==> config.mk <==
export PLATFORM = sky130hd
export DESIGN_NAME = nor_chain_pulse_stim
export DESIGN_NICKNAME = d
export VERILOG_FILES = /design/src/rtl/nor_chain_stim_pkg.sv /design/src/rtl/stim_lfsr16.sv /design/src/rtl/nor_chain_pulse_stim.sv
export SDC_FILE = /design/constraint.sdc
export NUM_CORES = 1
export LEC_CHECK = 0
export CORE_MARGIN = 1.5
export CORE_UTILIZATION = 51
export CTS_CLUSTER_DIAMETER = 200
export DETAILED_ROUTE_END_ITERATION = 10
export PLACE_DENSITY = 0.85
export SLEW_MARGIN = 5
export SYNTH_ARGS = -nofsm -noshare
export SYNTH_HDL_FRONTEND = slang
export SYNTH_SLANG_ARGS = --single-unit
==> constraint.sdc <==
create_clock -name clk -period 3.25 [get_ports clk]
set_clock_uncertainty 0.1 [all_clocks]
set_input_delay 0.325 -clock clk [delete_from_list [all_inputs] [get_ports clk]]
set_output_delay 0.325 -clock clk [all_outputs]
set_load 0.01 [all_outputs]
==> src/rtl/nor_chain_stim_pkg.sv <==
// Shared types and constants for the NOR-chain pulse-train stimulus generator.
package nor_chain_stim_pkg;

  typedef enum logic [1:0] {
    StIdle,
    StHigh,
    StLow,
    StFin
  } stim_state_e;

  localparam int unsigned LfsrW       = 16;
  // Fibonacci taps 16,14,13,11 -> state bits 15,13,12,10.
  localparam logic [LfsrW-1:0] LfsrTaps    = 16'hB400;
  localparam logic [LfsrW-1:0] DefaultSeed = 16'hACE1;

  function automatic logic [LfsrW-1:0] lfsr_step(input logic [LfsrW-1:0] v);
    return {v[LfsrW-2:0], ^(v & LfsrTaps)};
  endfunction

endpackage

==> src/rtl/stim_lfsr16.sv <==
// 16-bit Fibonacci LFSR that steps only on request. A load can be combined with
// a step so that the seed supplies the current length and the next state is ready.
module stim_lfsr16
  import nor_chain_stim_pkg::*;
#(
  parameter logic [LfsrW-1:0] RESET_SEED = DefaultSeed,
  parameter int unsigned      OUT_W      = 8
) (
  input  logic             clk,
  input  logic             rst_n,
  input  logic             load_i,
  input  logic [LfsrW-1:0] seed_i,
  input  logic             adv_i,
  output logic [OUT_W-1:0] value_o
);

  logic [LfsrW-1:0] r_lfsr;

  always_ff @(posedge clk or negedge rst_n) begin
    if (!rst_n) begin
      r_lfsr <= RESET_SEED;
    end else if (load_i) begin
      r_lfsr <= adv_i ? lfsr_step(seed_i) : seed_i;
    end else if (adv_i) begin
      r_lfsr <= lfsr_step(r_lfsr);
    end
  end

  assign value_o = r_lfsr[OUT_W-1:0];

endmodule

==> src/rtl/nor_chain_pulse_stim.sv <==
// Pulse-train generator driving the NOR inverter-chain data input with fixed or
// LFSR-randomised high/low phase lengths; stim_o comes straight from a flop.
module nor_chain_pulse_stim
  import nor_chain_stim_pkg::*;
#(
  parameter int unsigned      WIDTH_W   = 8,
  parameter int unsigned      COUNT_W   = 16,
  parameter logic [LfsrW-1:0] LFSR_SEED = DefaultSeed
) (
  input  logic               clk,
  input  logic               rst_n,
  input  logic               start_i,
  input  logic               abort_i,
  input  logic               rand_i,
  input  logic [WIDTH_W-1:0] hi_len_i,
  input  logic [WIDTH_W-1:0] lo_len_i,
  input  logic [COUNT_W-1:0] num_i,
  input  logic [LfsrW-1:0]   seed_i,
  output logic               stim_o,
  output logic               stim_gnd_o,
  output logic               busy_o,
  output logic               done_o,
  output logic [COUNT_W-1:0] pulse_cnt_o
);

  stim_state_e        r_state;
  logic               r_stim;
  logic               r_busy;
  logic               r_done;
  logic [COUNT_W-1:0] r_pulse_cnt;
  logic [COUNT_W-1:0] r_num;
  logic [WIDTH_W-1:0] r_hi;
  logic [WIDTH_W-1:0] r_lo;
  logic               r_rand;
  logic [WIDTH_W-1:0] r_phase_cnt;

  logic               w_start_ok;
  logic               w_phase_end;
  logic               w_to_high;
  logic               w_to_low;
  logic [COUNT_W-1:0] w_cnt_inc;
  logic [LfsrW-1:0]   w_seed_eff;
  logic [WIDTH_W-1:0] w_lfsr;
  logic [WIDTH_W-1:0] w_len_raw;
  logic [WIDTH_W-1:0] w_phase_init;

  assign w_start_ok  = (r_state == StIdle) && start_i && !abort_i;
  assign w_phase_end = (r_phase_cnt == '0);
  assign w_cnt_inc   = (r_pulse_cnt == '1) ? r_pulse_cnt : r_pulse_cnt + COUNT_W'(1);
  assign w_seed_eff  = (seed_i == '0) ? LFSR_SEED : seed_i;

  assign w_to_high = (w_start_ok && (num_i != '0)) ||
                     ((r_state == StLow) && !abort_i && w_phase_end && (w_cnt_inc != r_num));
  assign w_to_low  = (r_state == StHigh) && !abort_i && w_phase_end;

  // On the start edge the effective seed itself supplies the first phase length.
  always_comb begin
    w_len_raw = '0;
    unique case (r_state)
      StIdle:  w_len_raw = rand_i ? w_seed_eff[WIDTH_W-1:0] : hi_len_i;
      StHigh:  w_len_raw = r_rand ? w_lfsr : r_lo;
      StLow:   w_len_raw = r_rand ? w_lfsr : r_hi;
      default: w_len_raw = '0;
    endcase
  end

  // Counter holds L-1; a zero length behaves as one cycle.
  assign w_phase_init = (w_len_raw == '0) ? '0 : w_len_raw - WIDTH_W'(1);

  stim_lfsr16 #(
    .RESET_SEED (LFSR_SEED),
    .OUT_W      (WIDTH_W)
  ) u_lfsr (
    .clk     (clk),
    .rst_n   (rst_n),
    .load_i  (w_start_ok),
    .seed_i  (w_seed_eff),
    .adv_i   (w_to_high || w_to_low),
    .value_o (w_lfsr)
  );

  always_ff @(posedge clk or negedge rst_n) begin
    if (!rst_n) begin
      r_state     <= StIdle;
      r_stim      <= 1'b0;
      r_busy      <= 1'b0;
      r_done      <= 1'b0;
      r_pulse_cnt <= '0;
      r_num       <= '0;
      r_hi        <= '0;
      r_lo        <= '0;
      r_rand      <= 1'b0;
      r_phase_cnt <= '0;
    end else begin
      unique case (r_state)
        StIdle: begin
          r_done <= 1'b0;
          if (w_start_ok) begin
            r_hi        <= hi_len_i;
            r_lo        <= lo_len_i;
            r_num       <= num_i;
            r_rand      <= rand_i;
            r_pulse_cnt <= '0;
            if (num_i == '0) begin
              r_state <= StFin;
              r_done  <= 1'b1;
            end else begin
              r_state     <= StHigh;
              r_stim      <= 1'b1;
              r_busy      <= 1'b1;
              r_phase_cnt <= w_phase_init;
            end
          end
        end
        StHigh: begin
          if (abort_i) begin
            r_state <= StIdle;
            r_stim  <= 1'b0;
            r_busy  <= 1'b0;
          end else if (w_phase_end) begin
            r_state     <= StLow;
            r_stim      <= 1'b0;
            r_phase_cnt <= w_phase_init;
          end else begin
            r_phase_cnt <= r_phase_cnt - WIDTH_W'(1);
          end
        end
        StLow: begin
          if (abort_i) begin
            r_state <= StIdle;
            r_stim  <= 1'b0;
            r_busy  <= 1'b0;
          end else if (w_phase_end) begin
            r_pulse_cnt <= w_cnt_inc;
            if (w_cnt_inc == r_num) begin
              r_state <= StFin;
              r_busy  <= 1'b0;
              r_done  <= 1'b1;
            end else begin
              r_state     <= StHigh;
              r_stim      <= 1'b1;
              r_phase_cnt <= w_phase_init;
            end
          end else begin
            r_phase_cnt <= r_phase_cnt - WIDTH_W'(1);
          end
        end
        StFin: begin
          r_done  <= 1'b0;
          r_state <= StIdle;
        end
        default: begin
          r_state <= StIdle;
          r_stim  <= 1'b0;
          r_busy  <= 1'b0;
          r_done  <= 1'b0;
        end
      endcase
    end
  end

  assign stim_o      = r_stim;
  assign stim_gnd_o  = 1'b0;
  assign busy_o      = r_busy;
  assign done_o      = r_done;
  assign pulse_cnt_o = r_pulse_cnt;

endmodule

After elaboration in Yosys (flattened, before gate mapping):

Index checks and enable logic that the tools add are counted.

* output and inout bits: 20
* register bits: 78
* input bits: 53
* logic and storage cells: 111

* equal/unequal tests: 18
* mux-type cells: 49
* reductions and logical operators: 30
* $add $sub $neg: 3

Operator list (count)
* $mux 16: 8
* $mux 8: 11
* $pmux 8 s3: 2
* $logic_not 16->1: 2
* $pmux 16 s2: 1
* $reduce_xor 16->1: 2
* $reduce_and 6->1: 3
* $add 16x1->16 const B: 1
* $eq 16x16->1: 1
* $eq 16x16->1 const B: 1
* $logic_not 8->1: 2
* $mux 1: 16
* $ne 16x16->1: 1
* $reduce_bool 16->1: 1
* $sub 8x1->8 const B: 2
* $mux 2: 7
* $ne 2x2->1 const B: 6
* $ne 3x3->1 const B: 4
* $pmux 1 s3: 3
* $logic_and 1x1->1: 8
* $pmux 2 s4: 1
* $reduce_and 4->1: 2
* $reduce_bool 3->1: 2
* $eq 2x2->1 const B: 2
* other kinds (9): 11

Depth between registers and ports, before layout:

Gate-level depths: netlist (run 1).

* word-level depth: 10
* gate-level depth with buffers: 14
* depth with buffers taken out: 11

Hierarchy:

A second synthesis (run 1) with hierarchy kept.

* cell total of the unflattened synthesis: 621
* area total of the unflattened synthesis: 5536.6 um^2

By module, submodules not included
* nor_chain_pulse_stim: cells each 571, seq. area each 1551.5 um^2, area an instance 4620.7 um^2, instances 1
* stim_lfsr16: cells each 50, seq. area each 410.4 um^2, area an instance 915.9 um^2, instances 1

Least setup slack after synthesis (run 1):

OpenSTA, ideal clock, no wires.

* path kind: register to register
* from: register r_pulse_cnt[0] (netlist: pulse_cnt_o[0])
* to: register r_done (netlist: done_o)
* clock period less this slack: 3160 ps
* library setup time: 128 ps
* data required time: 3022 ps
* path buffers: 2
* path slack: 90 ps
* stages on the path, launching flop included: 13
* arrival time: 2932 ps
* cell sequence: dfrtp_1 ha_1 buf_2 and3_1 buf_4 nand4_1 a311oi_1 nand4b_1 nor4_4 nand3_4 or3_1 a21oi_1 mux2_1

* cells in the longest elaborated chain, start to end: 5
* elaborated cells on any way between the ends: 6
* those cells by class: add/sub: 1; eq/ne: 3; mux: 1; reduce/logical: 1

Ends and longest elaborated chain
* start, declared: line nor_chain_pulse_stim.sv:30 `logic [COUNT_W-1:0] r_pulse_cnt;`
* start signal, assigned: line nor_chain_pulse_stim.sv:134 `r_pulse_cnt <= w_cnt_inc;`
* $add 16x1->16 or $eq 16x16->1 (tied branches): line nor_chain_pulse_stim.sv:49 `assign w_cnt_inc = (r_pulse_cnt == '1) ? r_pulse_cnt : r_pulse_cnt + COUNT_W'(1);`
* $mux 16 *: line nor_chain_pulse_stim.sv:49
* $eq 16x16->1 *: line nor_chain_pulse_stim.sv:135 `if (w_cnt_inc == r_num) begin`
* $ne 2x1->1 (no source line) *
* $reduce_and 4->1 (no source line) *
* end signal, assigned: line nor_chain_pulse_stim.sv:138 `r_done <= 1'b1;`
* end signal, assigned: line nor_chain_pulse_stim.sv:149 `r_done <= 1'b0;`
* end signal, assigned: line nor_chain_pulse_stim.sv:156 `r_done <= 1'b0;`
* end, declared: line nor_chain_pulse_stim.sv:29 `logic r_done;`

Every way passes the cells marked *; elsewhere a longest branch is shown, timed or not.
A chain may end at the register's enable or synchronous reset.

Worst setup path after layout (run 1):

* from: register r_pulse_cnt[14] (netlist: pulse_cnt_o[14])
* to: register r_done (netlist: done_o)

Same word-level chain as after synthesis.

==> results.py, run 1 <==
metrics = {
    "run_status": {
        "outcome": "complete, but fails checks",
        "violations": "negative hold slack",
    },
    "timing": {
        "finalCritPeriodShare_pct": 95.3,
        "hold_viol": 13,
        "worst_pin_slew_ns": 1.19,
        "max_slew_margin_pct": 20.4,
        "final_max_slew_viol_count": 0,
        "totalNegativeSetupSlack_ns": 0,
        "timing.final.ws_setup_ns": 0.151,
        "period_minus_slack_ns": 3.10,
        "fmaxAchievable_ghz": 0.323,
        "hold_slack_ns": -0.0496,
        "rsz0062_at_grt": "yes",
        "setup-violations-final": 0,
    },
    "place": {
        "dp_slack_ns": 0.0505,
        "dpl.hpwl_um": 11800,
        "placed_area_um2": 6580,
        "dp.cells": 863,
        "place_congestion": 0.959,
        "numPortBuffers": 71,
    },
    "floorplan": {
        "start_util_pct": 52.0,
        "core-area_um2": 10700,
        "boundaryPins": 73,
        "fp.dieH_um": 108,
        "core.rowCount": 38,
        "die_w_um": 108,
        "dieArea_um2": 11600,
    },
    "setup_path": {
        "critPathRequiredTime_ns": 3.40,
        "timing.rr.start": "pulse_cnt_o[14]",
        "setup.worst_path.start": "pulse_cnt_o[14]",
        "critPathCaptureType": "flip-flop",
        "worstPathMaxFanout": 7,
        "cp_data_arrival_time_ns": 3.24,
        "worst_setup_path_start_kind": "flip-flop",
        "rr_endpoint": "done_o",
        "rr_worst_depth": 10,
        "path_class": "flip-flop to flip-flop",
        "rrSetupSlack_ns": 0.15,
    },
    "final_layout": {
        "nets": 799,
        "drive_gt1_share_pct": 15.2,
        "multi_input_area_um2": 3370,
        "regArea_um2": 1970,
        "layout_common_cells": "143 x nand2_1, 70 x clkdlybuf4s50_1, 66 x dfrtp_1",
        "design_area_um2": 6850,
        "antennaDiodeCount": 0,
        "syn_to_final_growth_pct": 22.5,
        "final_common_cell": "nand2_1",
        "fillers": 904,
        "finalNonFillerCells": 882,
    },
    "synth": {
        "synth_seq_area_share_pct": 35.1,
        "synth_cell_types": 74,
        "syn_inst": 650,
        "synthArstFlopShare_pct": 100,
        "syn_nets": 712,
        "synth-edff-count": 0,
        "ys_ff_latch": 78,
        "yosysWarnings": 0,
        "syn_area_um2": 5590,
        "syn_avg_cell_area_um2": 8.60,
        "ys.flop_type": "dfrtp_1",
    },
    "clocking": {
        "ctsHtreeMaxLevel": 3,
        "clockBufferDepth": 2,
        "cts_made_buffers": 9,
        "path_clk_slew_ns": 0.09,
        "cts_hold_buf": 0,
        "clock-root-buffer": "clkbuf_8",
        "cts_sinks": 78,
        "clk_latency_ns": 0.37,
        "cts_tree": "done",
    },
    "route": {
        "dr.pass1.iters": 5,
        "routedWlPerCell_um": 18.0,
        "routed_wl_um": 15900,
        "drtIter0Drc": 455,
        "ant_nets": 0,
        "vias_per_cell": 6.13,
        "drc": 0,
        "vias": 5410,
    },
    "power_and_ir_drop": {
        "leakage_nw": 3.06,
        "vdd_drop_max_uv": 525,
        "power-per-cell-area_nw_per_um2": 720,
        "power_mw": 4.93,
    },
    "grt": {
        "grt_antenna_before_repair": 0,
        "grt_pass1_vias": 5225,
        "grt_pass1_wl_um": 25400,
        "grt_overflow": 0,
        "grt_max_degree": 79,
        "grt_usage_pct": 28.0,
    },
    "hold_path": {
        "hold_path_class": "input port to async pin",
    },
    "job": {
        "maxCapViolCount": 0,
    },
}
sequential cells by signal, summed over array words and instances (netlist names):
| signal | count |
|---|---|
| r_hi | 8 |
| done_o | 1 |
| stim_o | 1 |
| busy_o | 1 |
| r_lo | 8 |
| pulse_cnt_o | 16 |
| u_lfsr.r_lfsr | 16 |
| r_phase_cnt | 8 |
| r_state | 2 |
| r_rand | 1 |
| r_num | 16 |
final cells by class:
cell class              instances  share of cell area, %
inverters                      20                   1.10
flip-flops and latches         78                   28.7
well taps                     140                   2.56
repair buffers                115                   15.4
clock buffers                  10                   2.01
multi-input cells             513                   49.2
clock inverters                 6                   1.02
power breakdown:
part | internal [mW] | switching [mW] | total (mW) | leakage [nW]
Combinational | 1.09 | 1.30 | 2.39 | 2.00
Clock | 0.379 | 0.391 | 0.770 | 0.0951
Sequential | 1.39 | 0.371 | 1.76 | 0.963
metrics by stage:
stage	utilization, %	hold WS [ns]
after floorplan	-	-0.0706
after global placement	61.2	0.360
after detailed placement	61.2	0.363
after CTS	63.2	0.0502
after global routing	63.7	0.0913
final	63.7	-0.0496
synth_stat cells, drive strengths merged, types with 4 or more instances:
library cell  number  area, µm²
nand2b            10       62.6
o22ai              4       25.0
nand3             15       92.6
nor4              15        130
a211oi             4       40.0
a22oi              8       60.1
o21a               4       30.0
nand2            143        537
clkbuf            23       86.3
xor2               9       78.8
nand4             11        105
mux2i             45        450
a41oi              5       43.8
nor3               7       35.0
or3                5       31.3
and2               4       25.0
inv               20       75.1
a31oi              4       25.0
nor2              28        105
and3               5       31.3
dfstp              8        210
o221ai             4       35.0
a22o               6       52.6
dfrtp             70       1750
a21oi             27        135
nor2b             10       70.1
mux2              17        191
xnor2             13        114
ha                 9        113
o21ai             44        228
o31ai              8       60.1
buf               16        131
and4               9       78.8
routing by layer:
layer	share of wire, %	track usage (%)	vias up	wire [µm]
met4	2.9	11.6	0	459
met5	0	0	-	0
met2	50	48.0	247	7940
met1	41	35.2	2605	6450
li1	-	-	2518	-
met3	6.4	4.24	40	1010
worst max path at each step:
stage | end | slack, ns
2_1_floorplan | done_o | 0.09
3_3_place_gp | done_o | 0.09
3_5_place_dp | u_lfsr.r_lfsr[14] | 0.05
4_1_cts | u_lfsr.r_lfsr[14] | 0.02
5_1_grt | done_o | -0.02
6_report | done_o | 0.15
critical path, cell delays in order (launching register included):
cell	delay [ns]
dfrtp_1	0.46
and4_1	0.37
nand4_1	0.12
buf_4	0.18
a311oi_2	0.29
nand4b_1	0.21
nor4_4	0.28
nand3_4	0.15
or3_1	0.32
a21oi_1	0.17
mux2_1	0.33
repair_timing:
item / CTS / global route
setup endpoints to repair: 0 / 19
buffers inserted: 0 / 3
gates resized for setup: 0 / 10
logic make-up (layout without fill, tap and decap cells):
| logic type | after synthesis | in the layout | synth area share (%) |
|---|---|---|---|
| and+or+nand+nor | 272 | 272 | 24.7 |
| AOI/OAI and AO/OA | 147 | 147 | 18.0 |
| DFF | 78 | 78 | 35.1 |
| muxes | 62 | 62 | 11.5 |
| buffers and inverters | 59 | 151 | 5.24 |
| xor gates and xnor gates | 22 | 22 | 3.45 |
| adders and majority gates | 9 | 9 | 2.02 |
| other | 1 | 1 | 0.0671 |
Note: power is estimated with default switching activity, not from simulation.
==> inputs of run 2 (changes only) <==
==> constraint.sdc (replaced) <==
create_clock -name clk -period 3.25 [get_ports clk]
set_clock_uncertainty 0.1 [all_clocks]
set_input_delay 0.65 -clock clk [delete_from_list [all_inputs] [get_ports clk]]
set_output_delay 0.65 -clock clk [all_outputs]
set_load 0.01 [all_outputs]
==> results.py, run 2 (same netlist as run 1, synthesis figures left out) <==
metrics = {
    "run_status": {
        "outcome": "finished, final reports clean",
    },
    "setup_path": {
        "timing.rr.start": "pulse_cnt_o[0]",
        "critPathCaptureType": "flip-flop",
        "worst_setup_path_start_kind": "flip-flop",
        "critPathRequiredTime_ns": 3.42,
        "worstPathMaxFanout": 7,
        "rr_worst_depth": 11,
        "rrSetupSlack_ns": 0.07,
        "path_class": "flip-flop to flip-flop",
        "setup.worst_path.start": "pulse_cnt_o[0]",
        "cp_data_arrival_time_ns": 3.35,
        "rr_endpoint": "done_o",
    },
    "timing": {
        "max_slew_margin_pct": 33.6,
        "hold_slack_ns": 0.312,
        "finalCritPeriodShare_pct": 97.8,
        "final_max_slew_viol_count": 0,
        "hold_viol": 0,
        "period_minus_slack_ns": 3.18,
        "fmaxAchievable_ghz": 0.315,
        "setup-violations-final": 0,
        "worst_pin_slew_ns": 0.996,
    },
    "final_layout": {
        "final_common_cell": "nand2_1",
        "finalNonFillerCells": 907,
        "syn_to_final_growth_pct": 26.4,
        "fillers": 903,
        "design_area_um2": 7060,
        "multi_input_area_um2": 3410,
        "regArea_um2": 1960,
        "nets": 824,
        "layout_common_cells": "143 x nand2_1, 70 x clkdlybuf4s50_1, 68 x dfrtp_1, 68 x buf_4, 45 x mux2i_1",
        "utilization_pct": 65.7,
        "drive_gt1_share_pct": 18.4,
        "antennaDiodeCount": 0,
    },
    "route": {
        "dr.pass1.iters": 5,
        "drtIter0Drc": 495,
        "vias": 5512,
        "ant_nets": 0,
        "vias_per_cell": 6.08,
        "routed_wl_um": 16200,
        "drc": 0,
        "routedWlPerCell_um": 17.9,
    },
    "power_and_ir_drop": {
        "combPwrFrac_pct": 50.0,
        "p_seq_share_pct": 35.5,
        "power-per-cell-area_nw_per_um2": 706,
        "swShare_pct": 42.9,
        "power_mw": 4.99,
        "internal_power_mw": 2.85,
        "vdd_drop_max_uv": 544,
        "leakage_nw": 3.22,
        "clockPowerShare_pct": 14.5,
        "p_sw_mw": 2.14,
    },
    "grt": {
        "grt_usage_pct": 28.6,
        "grt_antenna_before_repair": 0,
        "grt_max_degree": 79,
        "grt_pass1_vias": 5289,
        "grt_overflow": 0,
        "grt_pass1_wl_um": 25800,
    },
    "clocking": {
        "cts_sinks": 78,
        "cts_tree": "done",
        "path_clk_slew_ns": 0.10,
        "clockBufferDepth": 2,
        "cts_made_buffers": 9,
        "clock-root-buffer": "clkbuf_8",
        "clk_latency_ns": 0.39,
        "cts_hold_buf": 0,
        "ctsHtreeMaxLevel": 3,
    },
    "floorplan": {
        "core.rowCount": 38,
        "core-area_um2": 10700,
        "boundaryPins": 73,
        "die_w_um": 108,
        "start_util_pct": 52.0,
        "dieArea_um2": 11600,
        "fp.dieH_um": 108,
    },
    "place": {
        "place_congestion": 0.945,
        "numPortBuffers": 71,
        "dpl.hpwl_um": 12000,
        "placed_area_um2": 6740,
        "dp.cells": 884,
    },
    "hold_path": {
        "hold_path_class": "input port to async pin",
    },
    "job": {
        "maxCapViolCount": 0,
    },
}
==> run 2: cell count changes in the layout (fill, tap and decap cells not counted), sizes merged <==
cell	previous run	this run
inv	21	24
clkinvlp	3	1
bufinv	1	0
clkinv	1	2
buf	45	70
clkbuf	10	9
==> run 2: power by group through the flow <==
stage	clock network, mW	logic (mW)	registers, mW
CTS	0.732	2.44	1.75
global route	0.768	2.74	1.81
floorplan	0	1.77	1.63
detailed placement	0	2.43	1.77
global placement	0	2.35	1.74
finish	0.724	2.49	1.77
==> run 2: worst max-delay path, stage by stage, from the launching register on <==
cell	delay [ns]
dfrtp_1	0.40
ha_1	0.24
buf_4	0.17
nor3b_1	0.14
o2bb2ai_1	0.13
a311oi_2	0.31
nand4b_1	0.21
nor4_4	0.41
nand3_4	0.13
or3_1	0.35
a21oi_2	0.16
mux2_1	0.32
==> run 2: worst max path at each step <==
stage / end / slack (ns) / cells after the start
after floorplan: done_o / 0.09 / 12
after global placement: r_phase_cnt[4] / -0.005 / 9
after detailed placement: r_phase_cnt[5] / -0.14 / 11
after CTS: done_o / 0.01 / 9
after global routing: u_lfsr.r_lfsr[7] / -0.06 / 12
final: done_o / 0.07 / 11
==> run 2: area by class of cell <==
type | instances | area share, %
multi-input combinational | 513 | 48.4
sequential | 78 | 27.8
timing repair buffer | 140 | 17.7
tap | 140 | 2.48
clock buffer | 9 | 1.75
inverter | 20 | 1.06
clock inverter | 7 | 0.797
==> run 2: metal layers <==
layer  vias to the layer above  global-route usage, %  share of wire [%]
li1                       2582                      -                  -
met1                      2642                   35.6                 41
met2                       253                   49.4                 50
met3                        35                   5.69                7.5
met4                         0                   10.2                2.4
met5                         -                      0                  0
==> run 2: repair_timing <==
action,in CTS,in global routing
resized for setup,0,16
endpoints found under the setup margin,0,23
endpoints found under the hold margin,0,0
setup buffers,0,7
==> run 2: metrics by stage <==
| stage | setup TNS, ns | setup WS (ns) |
|---|---|---|
| 2_1_floorplan | 0 | 0.0902 |
| 3_3_place_gp | -0.00508 | -0.00508 |
| 3_5_place_dp | -0.627 | -0.136 |
| 4_1_cts | 0 | 0.0131 |
| 5_1_grt | -0.202 | -0.0594 |
| 6_report | 0 | 0.0719 |
==> inputs of run 3 (changes only) <==
--- a/config.mk
+++ b/config.mk
@@ -10,6 +10,7 @@
 export CTS_CLUSTER_DIAMETER = 200
 export DETAILED_ROUTE_END_ITERATION = 10
 export PLACE_DENSITY = 0.85
+export SETUP_SLACK_MARGIN = 0.3
 export SLEW_MARGIN = 5
 export SYNTH_ARGS = -nofsm -noshare
 export SYNTH_HDL_FRONTEND = slang
==> results.py, run 3 (same netlist as run 1, synthesis figures left out) <==
metrics = {
    "run_status": {
        "outcome": "finished, final reports clean",
    },
    "power_and_ir_drop": {
        "power-per-cell-area_nw_per_um2": 712,
        "vdd_drop_max_uv": 562,
        "leakage_nw": 3.36,
    },
    "timing": {
        "final_max_slew_viol_count": 0,
        "period_minus_slack_ns": 3.20,
        "finalCritPeriodShare_pct": 98.4,
        "totalNegativeSetupSlack_ns": 0,
        "rsz0062_at_grt": "yes",
        "worst_pin_slew_ns": 1.04,
        "fmaxAchievable_ghz": 0.313,
        "hold_slack_ns": 0.327,
        "setup-violations-final": 0,
        "hold_viol": 0,
        "max_slew_margin_pct": 30.7,
    },
    "route": {
        "dr.max_layer_used": "met4",
        "ant_nets": 0,
        "met3_length_um": 1480,
        "drc": 0,
        "wl_met1_um": 6920,
        "routedWlPerCell_um": 20.0,
        "wl_met2_um": 9350,
        "vias": 5929,
        "dr.pass1.iters": 8,
        "routed_wl_um": 18500,
        "vias_per_cell": 6.42,
        "drtIter0Drc": 583,
    },
    "final_layout": {
        "final_common_cell": "nand2_1",
        "finalNonFillerCells": 924,
        "drive_gt1_share_pct": 25.4,
        "regArea_um2": 1980,
        "antennaDiodeCount": 0,
        "layout_common_cells": "143 x nand2_1, 75 x buf_4, 67 x clkdlybuf4s50_1",
        "fillers": 777,
        "utilization_pct": 70.5,
        "nets": 841,
        "multi_input_area_um2": 3640,
        "design_area_um2": 7570,
        "syn_to_final_growth_pct": 35.5,
    },
    "floorplan": {
        "fp.dieH_um": 108,
        "dieArea_um2": 11600,
        "core.rowCount": 38,
        "die_w_um": 108,
        "boundaryPins": 73,
        "core-area_um2": 10700,
        "start_util_pct": 52.0,
    },
    "clocking": {
        "cts_tree": "done",
        "clk_latency_ns": 0.39,
        "clockBufferDepth": 2,
        "ctsHtreeMaxLevel": 3,
        "cts_hold_buf": 0,
        "clock-root-buffer": "clkbuf_8",
        "path_clk_slew_ns": 0.09,
        "cts_made_buffers": 9,
        "cts_sinks": 78,
    },
    "grt": {
        "grt_antenna_before_repair": 0,
        "grt_pass1_vias": 5681,
        "grt_usage_pct": 30.6,
        "grt_overflow": 0,
        "grt_pass1_wl_um": 27600,
        "grt_max_degree": 79,
    },
    "setup_path": {
        "rr_worst_depth": 12,
        "worst_setup_path_start_kind": "flip-flop",
        "cp_data_arrival_time_ns": 3.40,
        "rr_endpoint": "u_lfsr.r_lfsr[7]",
        "timing.rr.start": "pulse_cnt_o[1]",
        "path_class": "flip-flop to flip-flop",
        "rrSetupSlack_ns": 0.05,
        "worstPathMaxFanout": 5,
        "critPathRequiredTime_ns": 3.45,
        "critPathCaptureType": "flip-flop",
    },
    "place": {
        "place_congestion": 0.957,
        "placed_area_um2": 6780,
        "numPortBuffers": 71,
        "dp.cells": 885,
        "dpl.hpwl_um": 12000,
    },
    "job": {
        "maxCapViolCount": 0,
    },
    "hold_path": {
        "hold_path_class": "input port to async pin",
    },
}
run 3: cell types whose count changed in the layout (fill, tap and decap cells not counted), moves of 4 or more:
cell     change
mux2i_1      -4
nor4_2       +4
dfrtp_1     -12
and4_4       +4
buf_6        +4
dfrtp_2     +12
buf_4        +7
run 3: power by group:
part,switching [mW],internal [mW]
combinational,1.45,1.27
sequential,0.397,1.39
clock,0.439,0.442
run 3: worst max-delay path, stage by stage (launching register included):
cell and delay [ns]:
dfrtp_2 0.41, ha_4 0.18, and3_4 0.23, nand4_1 0.16
a311oi_2 0.35, nand4b_1 0.20, nor4_4 0.40, buf_4 0.18
nand4_1 0.15, o21ai_4 0.18, clkbuf_16 0.22, mux2i_4 0.24
a22oi_1 0.09
run 3: layout make-up:
| cell class | instances | area share (%) |
|---|---|---|
| Multi-Input combinational cell | 514 | 48.1 |
| Inverter | 20 | 0.992 |
| Clock inverter | 7 | 1.36 |
| Tap cell | 140 | 2.31 |
| Timing Repair Buffer | 156 | 19.5 |
| Clock buffer | 9 | 1.64 |
| Sequential cell | 78 | 26.1 |
run 3: metrics by stage:
step | power [mW] | setup WS, ns
after floorplan | 3.42 | 0.184
after global placement | 4.12 | -0.0155
after detailed placement | 4.23 | -0.131
after CTS | 5.16 | 0.230
after global routing | 5.70 | -0.0287
final | 5.39 | 0.0523
run 3: timing repair:
action	CTS	global route
setup buffers	9	9
gates cloned	2	3
pin swaps	8	15
gates resized for setup	37	41
setup endpoints to repair	39	30
run 3: how the worst max path moves through the flow:
| stage | start | to | slack [ns] | cells past startpoint |
|---|---|---|---|---|
| floorplan | pulse_cnt_o[0] | done_o | 0.18 | 12 |
| detailed placement | seed_i[3] | r_phase_cnt[6] | -0.13 | 9 |
| finish | pulse_cnt_o[1] | u_lfsr.r_lfsr[7] | 0.05 | 12 |
| global placement | rand_i | r_phase_cnt[6] | -0.02 | 9 |
| global route | pulse_cnt_o[1] | u_lfsr.r_lfsr[7] | -0.03 | 12 |
| CTS | pulse_cnt_o[1] | u_lfsr.r_lfsr[2] | 0.23 | 13 |
run 3: layer usage:
layer,track usage (%),up-vias
met1,36.0,2876
li1,-,2614
met2,53.0,354
met5,0,-
met4,11.7,0
met3,8.35,85
